## config.mk

```make
export PLATFORM = sky130hd
export DESIGN_NAME = spi2dac_multi
export DESIGN_NICKNAME = d
export VERILOG_FILES = /design/src/rtl/spi2dac_pkg.sv /design/src/rtl/spi2dac_multi_sck_div.sv /design/src/rtl/spi2dac_multi.sv
export SDC_FILE = /design/constraint.sdc
export NUM_CORES = 1
export LEC_CHECK = 0
export ABC_AREA = 1
export CAP_MARGIN = 15
export CORE_UTILIZATION = 38
export DETAILED_ROUTE_END_ITERATION = 8
export GPL_ROUTABILITY_DRIVEN = 0
export PLACE_DENSITY = 0.65
export SLEW_MARGIN = 20
export SYNTH_ARGS = -nofsm -noshare
export SYNTH_HDL_FRONTEND = slang
export SYNTH_SLANG_ARGS = --single-unit
```

## constraint.sdc

```tcl
create_clock -name CLOCK_50 -period 3.62 [get_ports CLOCK_50]
set_clock_uncertainty 0.1 [all_clocks]
set_input_delay 0.543 -clock CLOCK_50 [delete_from_list [all_inputs] [get_ports CLOCK_50]]
set_output_delay 0.543 -clock CLOCK_50 [all_outputs]
set_load 0.02 [all_outputs]
```

## src/rtl/spi2dac_pkg.sv

```systemverilog
// Shared definitions for the multi-channel SPI DAC driver: FSM state encoding,
// MCP49xx frame bit positions and the fixed configuration bits.
package spi2dac_pkg;

    typedef logic [2:0] state_t;

    localparam state_t S_IDLE     = 3'd0;
    localparam state_t S_CS_SETUP = 3'd1;
    localparam state_t S_SHIFT    = 3'd2;
    localparam state_t S_CS_HOLD  = 3'd3;
    localparam state_t S_LDAC     = 3'd4;

    localparam int FRAME_LEN = 16;
    localparam int CH_BIT    = 15;
    localparam int BUF_BIT   = 14;
    localparam int GA_BIT    = 13;
    localparam int SHDN_BIT  = 12;
    localparam int DATA_MSB  = 11;

    localparam logic CFG_BUF    = 1'b0;
    localparam logic CFG_GA_N   = 1'b1;
    localparam logic CFG_SHDN_N = 1'b1;

    function automatic logic [FRAME_LEN-1:0] build_frame(input logic ch,
                                                         input logic [DATA_MSB:0] data);
        logic [FRAME_LEN-1:0] f;
        f              = '0;
        f[CH_BIT]      = ch;
        f[BUF_BIT]     = CFG_BUF;
        f[GA_BIT]      = CFG_GA_N;
        f[SHDN_BIT]    = CFG_SHDN_N;
        f[DATA_MSB:0]  = data;
        return f;
    endfunction

endpackage

```

## src/rtl/spi2dac_multi_sck_div.sv

```systemverilog
// SCK half-period divider: emits a one-cycle half_tick every SCK_DIV cycles,
// held at zero while clear is high so each transfer starts on a fresh period.
module sck_div #(
    parameter int SCK_DIV = 2
) (
    input  logic clk,
    input  logic rst_n,
    input  logic clear,
    output logic half_tick
);

    localparam int CW = (SCK_DIV > 1) ? $clog2(SCK_DIV) : 1;

    logic [CW-1:0] cnt_q, cnt_d;

    always_comb begin
        half_tick = !clear && (cnt_q == CW'(SCK_DIV - 1));
        cnt_d     = cnt_q + 1'b1;
        if (clear || half_tick) begin
            cnt_d = '0;
        end
    end

    always_ff @(posedge clk or negedge rst_n) begin
        if (!rst_n) begin
            cnt_q <= '0;
        end else begin
            cnt_q <= cnt_d;
        end
    end

endmodule

```

## src/rtl/spi2dac_multi.sv

```systemverilog
// Multi-channel MCP49xx SPI DAC driver: one 16-bit frame per channel per load,
// then an LDAC pulse. Define SPI2DAC_MULTI_OVERRUN_EN to build the sticky overrun flag.
module spi2dac_multi
    import spi2dac_pkg::*;
#(
    parameter int DATA_W  = 10,
    parameter int NCH     = 2,
    parameter int SCK_DIV = 2
) (
    input  logic                  CLOCK_50,
    input  logic                  RESET_N,
    input  logic                  load,
    input  logic [NCH*DATA_W-1:0] data_in,
    output logic                  busy,
    output logic                  overrun,
    output logic                  DAC_SDI,
    output logic                  DAC_CS,
    output logic                  DAC_SCK,
    output logic                  DAC_LD
);

    localparam logic LAST_CH = 1'(NCH - 1);

    state_t                state_q, state_d;
    logic [NCH*DATA_W-1:0] hold_q, hold_d;
    logic                  ch_q, ch_d;
    logic [FRAME_LEN-1:0]  shift_q, shift_d;
    logic [3:0]            bit_q, bit_d;
    logic                  ld_cnt_q, ld_cnt_d;
    logic                  sdi_q, sdi_d;
    logic                  cs_q, cs_d;
    logic                  sck_q, sck_d;
    logic                  ld_q, ld_d;

    logic                  half_tick;
    logic [NCH*DATA_W-1:0] src;
    logic                  ch_sel;
    logic [DATA_W-1:0]     sample;
    logic [DATA_MSB:0]     data12;
    logic [FRAME_LEN-1:0]  next_frame;

    sck_div #(.SCK_DIV(SCK_DIV)) u_sck_div (
        .clk       (CLOCK_50),
        .rst_n     (RESET_N),
        .clear     (state_q == S_IDLE),
        .half_tick (half_tick)
    );

    // Next frame: channel 0 straight from data_in at capture, later channels from the holding register.
    always_comb begin
        src        = (state_q == S_IDLE) ? data_in : hold_q;
        ch_sel     = (state_q == S_IDLE) ? 1'b0 : ch_q + 1'b1;
        sample     = src[((NCH > 1) ? int'(ch_sel) : 0) * DATA_W +: DATA_W];
        data12     = 12'(sample) << (12 - DATA_W);
        next_frame = build_frame(ch_sel, data12);
    end

    always_comb begin
        state_d  = state_q;
        hold_d   = hold_q;
        ch_d     = ch_q;
        shift_d  = shift_q;
        bit_d    = bit_q;
        ld_cnt_d = ld_cnt_q;
        sdi_d    = sdi_q;
        cs_d     = cs_q;
        sck_d    = sck_q;
        ld_d     = ld_q;
        case (state_q)
            S_IDLE: begin
                if (load) begin
                    hold_d  = data_in;
                    ch_d    = 1'b0;
                    sdi_d   = next_frame[FRAME_LEN-1];
                    shift_d = {next_frame[FRAME_LEN-2:0], 1'b0};
                    cs_d    = 1'b0;
                    state_d = S_CS_SETUP;
                end
            end
            S_CS_SETUP: begin
                if (half_tick) begin
                    sck_d   = 1'b1;
                    bit_d   = '0;
                    state_d = S_SHIFT;
                end
            end
            // Falling SCK shifts out the next bit; a low phase after the counter wraps ends the frame.
            S_SHIFT: begin
                if (half_tick) begin
                    if (sck_q) begin
                        sck_d   = 1'b0;
                        bit_d   = bit_q + 4'd1;
                        sdi_d   = shift_q[FRAME_LEN-1];
                        shift_d = {shift_q[FRAME_LEN-2:0], 1'b0};
                    end else if (bit_q == 4'd0) begin
                        cs_d    = 1'b1;
                        state_d = S_CS_HOLD;
                    end else begin
                        sck_d = 1'b1;
                    end
                end
            end
            S_CS_HOLD: begin
                if (half_tick) begin
                    if (ch_q != LAST_CH) begin
                        ch_d    = ch_sel;
                        sdi_d   = next_frame[FRAME_LEN-1];
                        shift_d = {next_frame[FRAME_LEN-2:0], 1'b0};
                        cs_d    = 1'b0;
                        state_d = S_CS_SETUP;
                    end else begin
                        ld_d     = 1'b0;
                        ld_cnt_d = 1'b0;
                        state_d  = S_LDAC;
                    end
                end
            end
            S_LDAC: begin
                if (half_tick) begin
                    if (ld_cnt_q) begin
                        ld_d    = 1'b1;
                        state_d = S_IDLE;
                    end else begin
                        ld_cnt_d = 1'b1;
                    end
                end
            end
            default: state_d = S_IDLE;
        endcase
    end

    always_ff @(posedge CLOCK_50 or negedge RESET_N) begin
        if (!RESET_N) begin
            state_q  <= S_IDLE;
            hold_q   <= '0;
            ch_q     <= 1'b0;
            shift_q  <= '0;
            bit_q    <= '0;
            ld_cnt_q <= 1'b0;
            sdi_q    <= 1'b0;
            cs_q     <= 1'b1;
            sck_q    <= 1'b0;
            ld_q     <= 1'b1;
        end else begin
            state_q  <= state_d;
            hold_q   <= hold_d;
            ch_q     <= ch_d;
            shift_q  <= shift_d;
            bit_q    <= bit_d;
            ld_cnt_q <= ld_cnt_d;
            sdi_q    <= sdi_d;
            cs_q     <= cs_d;
            sck_q    <= sck_d;
            ld_q     <= ld_d;
        end
    end

    assign busy    = (state_q != S_IDLE);
    assign DAC_SDI = sdi_q;
    assign DAC_CS  = cs_q;
    assign DAC_SCK = sck_q;
    assign DAC_LD  = ld_q;

`ifdef SPI2DAC_MULTI_OVERRUN_EN
    logic overrun_q, overrun_d;

    always_comb begin
        overrun_d = overrun_q | (load & busy);
    end

    always_ff @(posedge CLOCK_50 or negedge RESET_N) begin
        if (!RESET_N) begin
            overrun_q <= 1'b0;
        end else begin
            overrun_q <= overrun_d;
        end
    end

    assign overrun = overrun_q;
`else
    assign overrun = 1'b0;
`endif

endmodule

```

# == Word level (Yosys, flattened, before mapping) ==
# Index checks and enable logic that the tools add are counted.
# word_totals
register_bits,50
in_bits,23
word_cells,100
# op_classes
addsub,3
mul,1
eq_ne,15
shifts,1
mux,50
n_reduce_logical,19
# op_table
op,count
two-way mux 16 bit,5
case mux 16 bit (3 select lines),1
two-way mux 3 bit,9
two-way mux 1 bit,23
!= test 2 bit (second input constant),11
two-way mux 20 bit,1
indexed part select 20 x 6 -> 10 bit,1
case mux 3 bit (5 select lines),1
two-way mux 4 bit,3
case mux 1 bit (2 select lines),4
case mux 4 bit (2 select lines),1
AND reduction 4 bit,2
AND reduction 8 bit,1
AND reduction 7 bit,1
equality test 3 x 2 -> 1 bit (second input constant),2
case mux 1 bit (3 select lines),2
AND reduction 3 bit,2
AND reduction 6 bit,1
nonzero test 2 bit,3
nonzero test 3 bit,2
AND reduction 5 bit,1
adder 4 x 1 -> 4 bit (second input constant),1
zero test 4 bit,1
multiplier 1 x 3 -> 4 bit (second input constant),1
8 further kinds,9

# == Longest topological paths before layout ==
# Gate-level depths: netlist of run 1.
# depth
depth_word,7
depth_mapped,9
ltp_nobuf,9

# == Hierarchy ==
# Synthesis of run 1 repeated with hierarchy kept, for this count alone.
# unflattened
hier_cells,320
hier_area_um2,2377.3
# by_module_without_submodules
mod,instances,cells_each,area_per_inst_um2,seq_area_each_um2
spi2dac_multi,1,316,2338.5,1103.6
sck_div,1,4,38.8,25.0

# == Worst setup path before layout of run 1 ==
# Ideal clock, no wire load.
# synth_path
path_kind,reg-to-output
from,reg state_q[0]
to,out busy
arrival_ps,945
setup_slack_ps,2032
stages_incl_launch_ff,5
path_buffers,2
cell_sequence,dfrtp_1 -> buf_4 -> nor2_4 -> nand2_1 -> buf_2
# synth_via
elab_chain_len,1
# synth_rtl
element,line_no,text
"start, declared",spi2dac_multi.sv:24,"state_t state_q, state_d;"
"start signal, assigned",spi2dac_multi.sv:145,state_q <= state_d;
nonzero test 3 bit,spi2dac_multi.sv:158,assign busy = (state_q != S_IDLE);
"end, declared",spi2dac_multi.sv:14,"output logic busy,"
# No other way between the ends.

# == Worst setup path after layout of run 1 ==
# layout_path
from,reg state_q[1]
to,out busy
# The elaborated chain is that of the path after synthesis.

==> results of run 1 <==
-- synth_stat cells --
| cell type | count |
|---|---|
| a21oi_1 | 4 |
| a22oi_1 | 1 |
| buf_1 | 1 |
| buf_2 | 6 |
| buf_4 | 3 |
| buf_6 | 3 |
| clkbuf_1 | 2 |
| clkbuf_2 | 1 |
| conb_1 | 1 |
| dfrtp_1 | 45 |
| dfstp_2 | 2 |
| ha_1 | 2 |
| inv_1 | 15 |
| inv_2 | 3 |
| nand2_1 | 130 |
| nand2_2 | 1 |
| nand3_1 | 40 |
| nand3_2 | 1 |
| nand3_4 | 1 |
| nand4_1 | 1 |
| nor2_1 | 31 |
| nor2_2 | 1 |
| nor2_4 | 3 |
| o21ai_0 | 16 |
| o21ai_1 | 4 |
| o221ai_1 | 1 |
| xor2_1 | 2 |
-- per-layer routing --
metal	track usage, %	wire length [um]	up-vias
li1	-	-	1048
met1	25.02	2391	898
met2	26.20	2262	55
met3	2.333	245	9
met4	6.842	87	0
met5	0	0	-
-- final timing paths --
check                              to
hold reg to reg                DAC_CS
min in group CLOCK_50          DAC_CS
setup / recovery                 busy
hold / removal              hold_q[7]
setup reg to reg           hold_q[18]
max in group asynchronous  shift_q[4]
-- worst max-delay path, stage by stage, from the launching register on --
cell and delay [ns]:
dfrtp_1 0.59, inv_2 0.13, nand2_1 0.14, clkdlybuf4s50_1 0.62
-- power by group --
group | leakage [nW] | internal, mW | switching, mW
combinational | 0.808 | 0.422 | 0.776
clock | 0.0422 | 0.136 | 0.168
sequential | 0.585 | 0.766 | 0.193
-- through the flow --
step	cells	worst slack, ns
4_1_cts	417	1.186
2_1_floorplan	321	2.032
5_1_grt	417	1.088
3_3_place_gp	409	1.560
6_report	417	1.196
3_5_place_dp	409	1.522
-- flip-flops by register name, summed over array words and instances, names as in the netlist --
signal	flops
state_q	3
bit_q	4
DAC_CS	1
u_sck_div.cnt_q	1
ld_cnt_q	1
DAC_SCK	1
ch_q	1
hold_q	20
shift_q	13
DAC_SDI	1
DAC_LD	1
-- cells by family (layout without fill, tap and decap cells) --
| kind of cell | count (synthesis) | count (layout) | share of synthesized area, % |
|---|---|---|---|
| AND/OR/NAND/NOR | 209 | 209 | 36.61 |
| other | 1 | 1 | 0.1552 |
| buffers and inverters | 34 | 55 | 7.042 |
| adder cells (fa/ha/maj) | 2 | 2 | 1.036 |
| AO/OA/AOI/OAI | 26 | 26 | 5.645 |
| flip-flops | 47 | 47 | 48.78 |
| XOR/XNOR | 2 | 2 | 0.7251 |
-- final cells by class --
cell class	instances	share of cell area, %
timing repair buffer	29	10.20
tap	75	3.386
multi-input combinational	240	38.51
clock buffer	7	2.754
sequential	47	42.53
clock inverter	1	0.1806
inverter	18	2.438
==> reports/results.ini, run 1 <==
[run_status]
outcome = completed

[layout]
synthToLayoutAreaGrowth_pct = 14.71
fillers = 621
fin_util_pct = 45.99
regArea_um2 = 1179
final_layout_size_suffix_gt1_share_pct = 6.140
n_antenna_cell = 0
final_cell_mix = 130 x nand2_1, 45 x dfrtp_1, 40 x nand3_1
finalInstanceArea_um2 = 2771
multi_input_area_um2 = 1067
fin_nets = 366
layout_commonest_cell = nand2_1

[route]
drc = 0
antenna_left = 0
vias = 2010
post_drt_wl_per_cell_um = 11.96
dr.pass1.iters = 4
via_per_inst = 4.820
drt-initial-drc-count = 103
wl_um = 4986

[setup_path]
crit_path_start_kind = flip-flop
path_max_fanout = 15
end_kind = output port
cp.arrival_ns = 1.78
r2r.worst_path.cells = 7
crit_required_ns = 2.98
r2r_start = state_q[1]
crit_path_start = state_q[1]
rrSetupSlack_ns = 1.55
crit_type = flip-flop to output port

[sta]
grt_setup_unrepaired = no
finalHoldViolCount = 0
holdWs_ns = 0.1498
timing.final.crit_share_pct = 66.97
period_needed_ns = 2.424
slew_violations = 0
tns_ns = 0
maxSlewHeadroom_pct = 56.64
max_freq_mhz = 412.5
final-setup-viol-count = 0
max_slew.worst_pin.slew_ns = 0.6497

[yosys]
syn-num-nets = 346
yosys_warnings = 0
synth_area_leaders = dfrtp_1 47%, nand2_1 20%, nand3_1 8.3%, nor2_1 4.8%, o21ai_0 3.3%
syn_area_um2 = 2416
synthDistinctLibCells = 27
synth_top_area_share_pct = 46.61
synthCells = 321
synth.largest_area_cell = dfrtp_1
yosysSeqAreaShare_pct = 48.78
ys_seq_elements = 47
syn_area_per_cell_um2 = 7.527

[grt]
grt_overflow = 0
grt_pass1_wl_um = 8763
grt_pass1_vias = 1864
antenna_found_initial = 0
grt_max_degree = 48
grt_usage_pct = 17.33

[placed_design]
dp_hpwl_um = 3491
port_buffers = 27
dpl-instance-area_um2 = 2688

[clock_tree]
clk_pin_slew_ns = 0.09
cts_resized = 0
h-tree-depth = 2
cts.sinks = 47
clockBufferDepth = 2
ctsHoldBuffers = 0
cts_buffers = 5
clkLatencyLatePin_ns = 0.30
cts_root_buffer = clkbuf_8
cts_tree = built
cts_setup_buffers = 0

[die]
io_pins = 29
chipWidth_um = 81.74
fp.dieArea_um2 = 6681
rows = 28
core_um2 = 6026
dieHeight_um = 81.74
start_util_pct = 40.10

[power]
p_per_area_nw_per_um2 = 887.9
power.leakage_nw = 1.435
power_mw = 2.461
ir_worst_vdd_mv = 0.3698

[min_path]
hold_class = primary input to async pin

[run]
maxCapViolCount = 0

Power figures use the tool's default switching activity.
==> inputs of run 2 (changes only) <==
--- a/config.mk
+++ b/config.mk
@@ -10,7 +10,7 @@
 export CORE_UTILIZATION = 38
 export DETAILED_ROUTE_END_ITERATION = 8
 export GPL_ROUTABILITY_DRIVEN = 0
-export PLACE_DENSITY = 0.65
+export PLACE_DENSITY = 0.67
 export SLEW_MARGIN = 20
 export SYNTH_ARGS = -nofsm -noshare
 export SYNTH_HDL_FRONTEND = slang
==> constraint.sdc (replaced) <==
create_clock -name CLOCK_50 -period 1.96 [get_ports CLOCK_50]
set_clock_uncertainty 0.1 [all_clocks]
set_input_delay 0.294 -clock CLOCK_50 [delete_from_list [all_inputs] [get_ports CLOCK_50]]
set_output_delay 0.294 -clock CLOCK_50 [all_outputs]
set_load 0.02 [all_outputs]
==> run 2 against run 1 <==
  * Cell area grew 3.9%
  * Clock-buffer cell count shrank 1
  * Global-route usage grew 0.24 points
  * Power grew 96%
  * Combinational power grew 98%
  * Setup slack lost 1.1 ns
  * Sequential share of layout area shrank 1.6 points
  * Worst hold slack gained 0.22 ns
  * Flip-flop and latch count is the same
  * Register-to-register slack lost 1.2 ns
  * Critical endpoint is now DAC_CS
  * Largest cell class unchanged
  * Largest power group unchanged
==> reports/results.ini, run 2 (synthesis gave the netlist of run 1 again) <==
[run_status]
outcome = completed

[layout]
final_layout_size_suffix_gt1_share_pct = 8.571  ; +2.4 points
n_antenna_cell = 0  ; unchanged
layout_commonest_cell = nand2_1
largest_register_ffs = 20  ; unchanged
synthToLayoutAreaGrowth_pct = 19.16
fin_nets = 374  ; +2.2%
final_cell_mix = 130 x nand2_1, 45 x dfrtp_1, 40 x nand3_1
top_register = hold_q
top_regs = hold_q (20), shift_q (13), bit_q (4)

[sta]
grt_setup_unrepaired = no
tns_ns = 0  ; unchanged
max_slew.worst_pin.slew_ns = 0.6416  ; -0.008139 ns
final-setup-viol-count = 0  ; unchanged
finalHoldViolCount = 0  ; unchanged
max_freq_mhz = 548.0
slew_violations = 0  ; unchanged
period_needed_ns = 1.825
holdWs_ns = 0.3665  ; +0.2167 ns
timing.final.crit_share_pct = 93.10
maxSlewHeadroom_pct = 57.18  ; +0.54 points

[route]
wl_um = 5124  ; +2.8%
via_per_inst = 4.915  ; +2.0%
vias = 2089  ; +3.9%
antenna_left = 0  ; unchanged
dr.pass1.iters = 4  ; unchanged
post_drt_wl_per_cell_um = 12.06  ; +0.83%
drt-initial-drc-count = 142  ; +38%
drc = 0  ; unchanged

[placed_design]
port_buffers = 27  ; unchanged
dp_hpwl_um = 3632  ; +4.1%

[grt]
use_met3_pct = 3.333  ; +1.0 points
grt_pass1_wl_um = 8914  ; +1.7%
grt_pass1_vias = 1947  ; +4.5%
grt_overflow = 0  ; unchanged
grt_use_met1_pct = 24.14  ; -0.88 points
met2_usage_pct = 27.36  ; +1.2 points
grt_max_degree = 29  ; -40%
grt_usage_pct = 17.57  ; +0.24 points
antenna_found_initial = 0  ; unchanged
busiest_layer = met2

[setup_path]
slowest_stage = clkdlybuf4s50_1
cpPeakStageDelay_ns = 0.59  ; -0.03 ns
crit_required_ns = 1.57  ; -1.41 ns
r2r_end = shift_q[12]
crit_path_start_kind = flip-flop
cpLargestDelayFamily = buffers and inverters
r2r_start = state_q[2]
end_kind = output port
crit_type = flip-flop to output port
cp.arrival_ns = 1.43  ; -0.35 ns
path_max_fanout = 2  ; -13
rrSetupSlack_ns = 0.37  ; -1.18 ns
worstPathCellList = clkdlybuf4s50_1
cp_num_buf_inv = 1  ; -1
r2r.worst_path.cells = 8  ; +1

[clock_tree]
cts_tree = built
cts_root_buffer = clkbuf_8
cts_buffers = 5  ; unchanged
h-tree-depth = 2  ; unchanged
clkLatencyLatePin_ns = 0.30  ; about the same
cts.sinks = 47  ; unchanged
clockBufferDepth = 2  ; unchanged
clk_pin_slew_ns = 0.09  ; about the same

[power]
ir_worst_vdd_mv = 0.6484  ; +75%
p_per_area_nw_per_um2 = 1674  ; +88%
power.leakage_nw = 1.497  ; +4.3%

[die]
chipWidth_um = 81.74  ; unchanged
start_util_pct = 40.10  ; unchanged
dieHeight_um = 81.74  ; unchanged
fp.dieArea_um2 = 6681  ; unchanged
rows = 28  ; unchanged
io_pins = 29  ; unchanged
core_um2 = 6026  ; unchanged

[run]
maxCapViolCount = 0  ; unchanged

[min_path]
hold_class = primary input to async pin

[run 2: area by class of cell]
type | count | area (um^2)
clock buffers | 6 | 82.58
clock inverters | 2 | 35.03
fillers | 592 | 3147
inverters | 18 | 67.56
multi-input cells | 240 | 1067
flip-flops and latches | 47 | 1179
well taps | 75 | 93.84
repair buffers | 37 | 354.1
[run 2: worst max-delay path by stage]
| stage | start | endpoint | slack, ns | cells after the start |
|---|---|---|---|---|
| 2_1_floorplan | state_q[0] | shift_q[11] | 0.54 | 9 |
| 3_3_place_gp | load | hold_q[8] | 0.27 | 6 |
| 3_5_place_dp | load | hold_q[2] | 0.26 | 6 |
| 4_1_cts | DAC_CS | DAC_CS | 0.12 | 1 |
| 5_1_grt | DAC_CS | DAC_CS | 0.1 | 1 |
| 6_report | DAC_CS | DAC_CS | 0.14 | 1 |
[run 2: what timing repair did]
| action | in CTS | in global routing |
|---|---|---|
| resized for setup | 1 | 0 |
| buffers inserted | 0 | 0 |
| endpoints found under the hold margin | 18 | 0 |
| endpoints found under the setup margin | 1 | 0 |
| hold buffers | 1 | 0 |
[run 2: per-stage QoR]
step | power, mW | setup WS [ns] | utilization (%) | area (um^2) | instances
3_3_place_gp | 4.054 | 0.2692 | 45.68 | 2753 | 416
6_report | 4.818 | 0.1352 | 47.78 | 2879 | 425
2_1_floorplan | 3.552 | 0.5390 | - | 2416 | 321
4_1_cts | 4.844 | 0.1243 | 47.78 | 2879 | 425
5_1_grt | 5.300 | 0.09985 | 47.78 | 2879 | 425
3_5_place_dp | 4.115 | 0.2568 | 45.68 | 2753 | 416
[run 2: report_power, final]
part | switching, mW | leakage, nW | internal, mW
clock | 0.318 | 0.0612 | 0.413
sequential | 0.307 | 0.585 | 1.42
combinational | 1.51 | 0.850 | 0.853
[run 2: layer usage]
| metal | share of wire [%] | up-vias |
|---|---|---|
| met5 | 0 | - |
| met4 | 1.6 | 0 |
| met3 | 3.9 | 6 |
| met2 | 46 | 44 |
| met1 | 49 | 974 |
| li1 | - | 1065 |
==> edit (settings of run 2) <==
Build with the macro `SPI2DAC_MULTI_OVERRUN_EN` defined.
--- a/src/rtl/spi2dac_multi.sv
+++ b/src/rtl/spi2dac_multi.sv
@@ -1,5 +1,7 @@
 // Multi-channel MCP49xx SPI DAC driver: one 16-bit frame per channel per load,
 // then an LDAC pulse. Define SPI2DAC_MULTI_OVERRUN_EN to build the sticky overrun flag.
+`define SPI2DAC_MULTI_OVERRUN_EN
+
 module spi2dac_multi
     import spi2dac_pkg::*;
 #(
Formal check against the unedited RTL: not equivalent (a bounded check fails within 4 cycles, from zero or initial values and one cycle with RESET_N low).
==> edit against run 2 <==
  * Synthesized cell count increased by 2.2%
  * Power rose by 2.5%
  * Via count down 0.34%
  * Worst setup slack better by 0.0025 ns
  * Sequential cell count increased by 1
  * Area after synthesis rose by 1.2%
  * Global-route usage about the same
  * Critical path depth is 2 higher
  * First-iteration DRC count grew 17%
  * Wire length grew 1.0%
  * Cell count rose by 2.6%
  * Design area up 2.6%
  * Critical path type unchanged
  * Highest routed layer unchanged
==> edit: results (changes against run 2) <==
| Metric | Value |
|---|---|
| Leak | 1.56 nW (+4.0%) |
| Synth Instances | 328 (+2.2%) |
| Estimated wirelength of the detail-placed design | 3.68 mm (+1.2%) |
| First-pass GRT wire length | 8.94 mm (+0.31%) |
| Met2 Resource Use GR | 26.0% (-1.3 points) |
| Met2 Wirelength | 2.26 mm (-3.1%) |
| Routed vias | 2082 (-0.34%) |
| Met3 wire length | 172 um (-13%) |
| GR Util met1 | 25.7% (+1.5 points) |
| Vias in the first global route | 1876 (-3.6%) |
| Synth Area in Compound Gates | 4.76% (-0.89 points) |
| Final #Nets | 386 (+3.2%) |
| Status | finished clean |
| CP Max Fanout | 6 (+4) |
| Drt total wl | 5.18 mm (+1.0%) |
| Worst-Margin Slew | 0.608 ns (-0.0335 ns) |
| Cell variety after synth | 24 (-11%) |
| Top cells by count, synth | nand2_1 (147), dfrtp_1 (46), nand3_1 (39) |
| Initial DRC Count | 166 (+17%) |
| Met3 Track Usage GR | 3.52% (+0.18 points) |
| Clock Tree Buf Depth | 2 (unchanged) |
| Placed instance count | 428 (+2.9%) |
| M1 WL | 2.69 mm (+7.3%) |
| Layout cells sized above 1 | 9.42% (+0.85 points) |
| Worst hold path type | reg2reg |
| Critical R2R Launch | state_q[0] |
| Synth area leaders | dfrtp_1 (47%), nand2_1 (23%), nand3_1 (8.0%) |
| Pin count of the biggest net entering global routing | 27 (-6.9%) |
| Post-Syn Nets | 353 (+2.0%) |
| Wire per inst | 11.9 um (-1.5%) |
| Register area share after synthesis | 49.2% (+0.42 points) |
| Adder-Cell Fraction of Synth Area | 1.02% (-0.013 points) |
[edit: worst paths after layout]
path | endpoint | slack (ns) | cells past startpoint
worst max-delay path | busy | 0.14 | 3
worst min register to register | DAC_LD | 0.37 | 2
worst min-delay path | DAC_LD | 0.37 | 2
min in group asynchronous | state_q[0] | 0.40 | 3
worst max register to register | hold_q[14] | 0.32 | 6
max in group asynchronous | DAC_LD | 1.05 | 3
[edit: where the power goes]
part	switching, W	leakage (nW)	total [W]	internal (W)
clock	0.000332	0.0642	0.000834	0.000502
sequential	0.000263	0.593	0.00171	0.00144
combinational	0.00152	0.900	0.00240	0.000878
total	0.00212	1.56	0.00494	0.00282
[edit: metrics by stage]
step | total power, W | hold slack [ns] | utilization [%] | setup WS (ns) | area, sq um
finish | 0.00494 | 0.369 | 48.7 | 0.138 | 2950
global route | 0.00543 | 0.390 | 48.7 | 0.0659 | 2950
CTS | 0.00498 | 0.368 | 48.7 | 0.133 | 2950
detailed placement | 0.00414 | 0.206 | 46.4 | 0.219 | 2820
global placement | 0.00408 | 0.202 | 46.4 | 0.243 | 2820
floorplan | 0.00350 | -0.102 | - | 0.511 | 2450
[edit: layout make-up]
class	count	area [sq um]
Timing Repair Buffer	39	359
Fill cell	609	3110
Clock inverter	2	60.1
Multi-Input combinational cell	240	1070
Sequential cell	48	1200
Clock buffer	5	68.8
Tap cell	75	93.8
Inverter	27	101
[edit: worst max-delay path: stages, from the launching register on]
cell and delay (ns):
dfrtp_1 0.46, nor2_1 0.17, nand2_1 0.14, dlygate4sd2_1 0.35
[edit: what timing repair did]
| item | 4_1_cts | 5_1_grt |
|---|---|---|
| setup endpoints to repair | 1 | 0 |
| hold endpoints to repair | 46 | 0 |
| gates resized for setup | 1 | 0 |
| hold buffers | 1 | 0 |
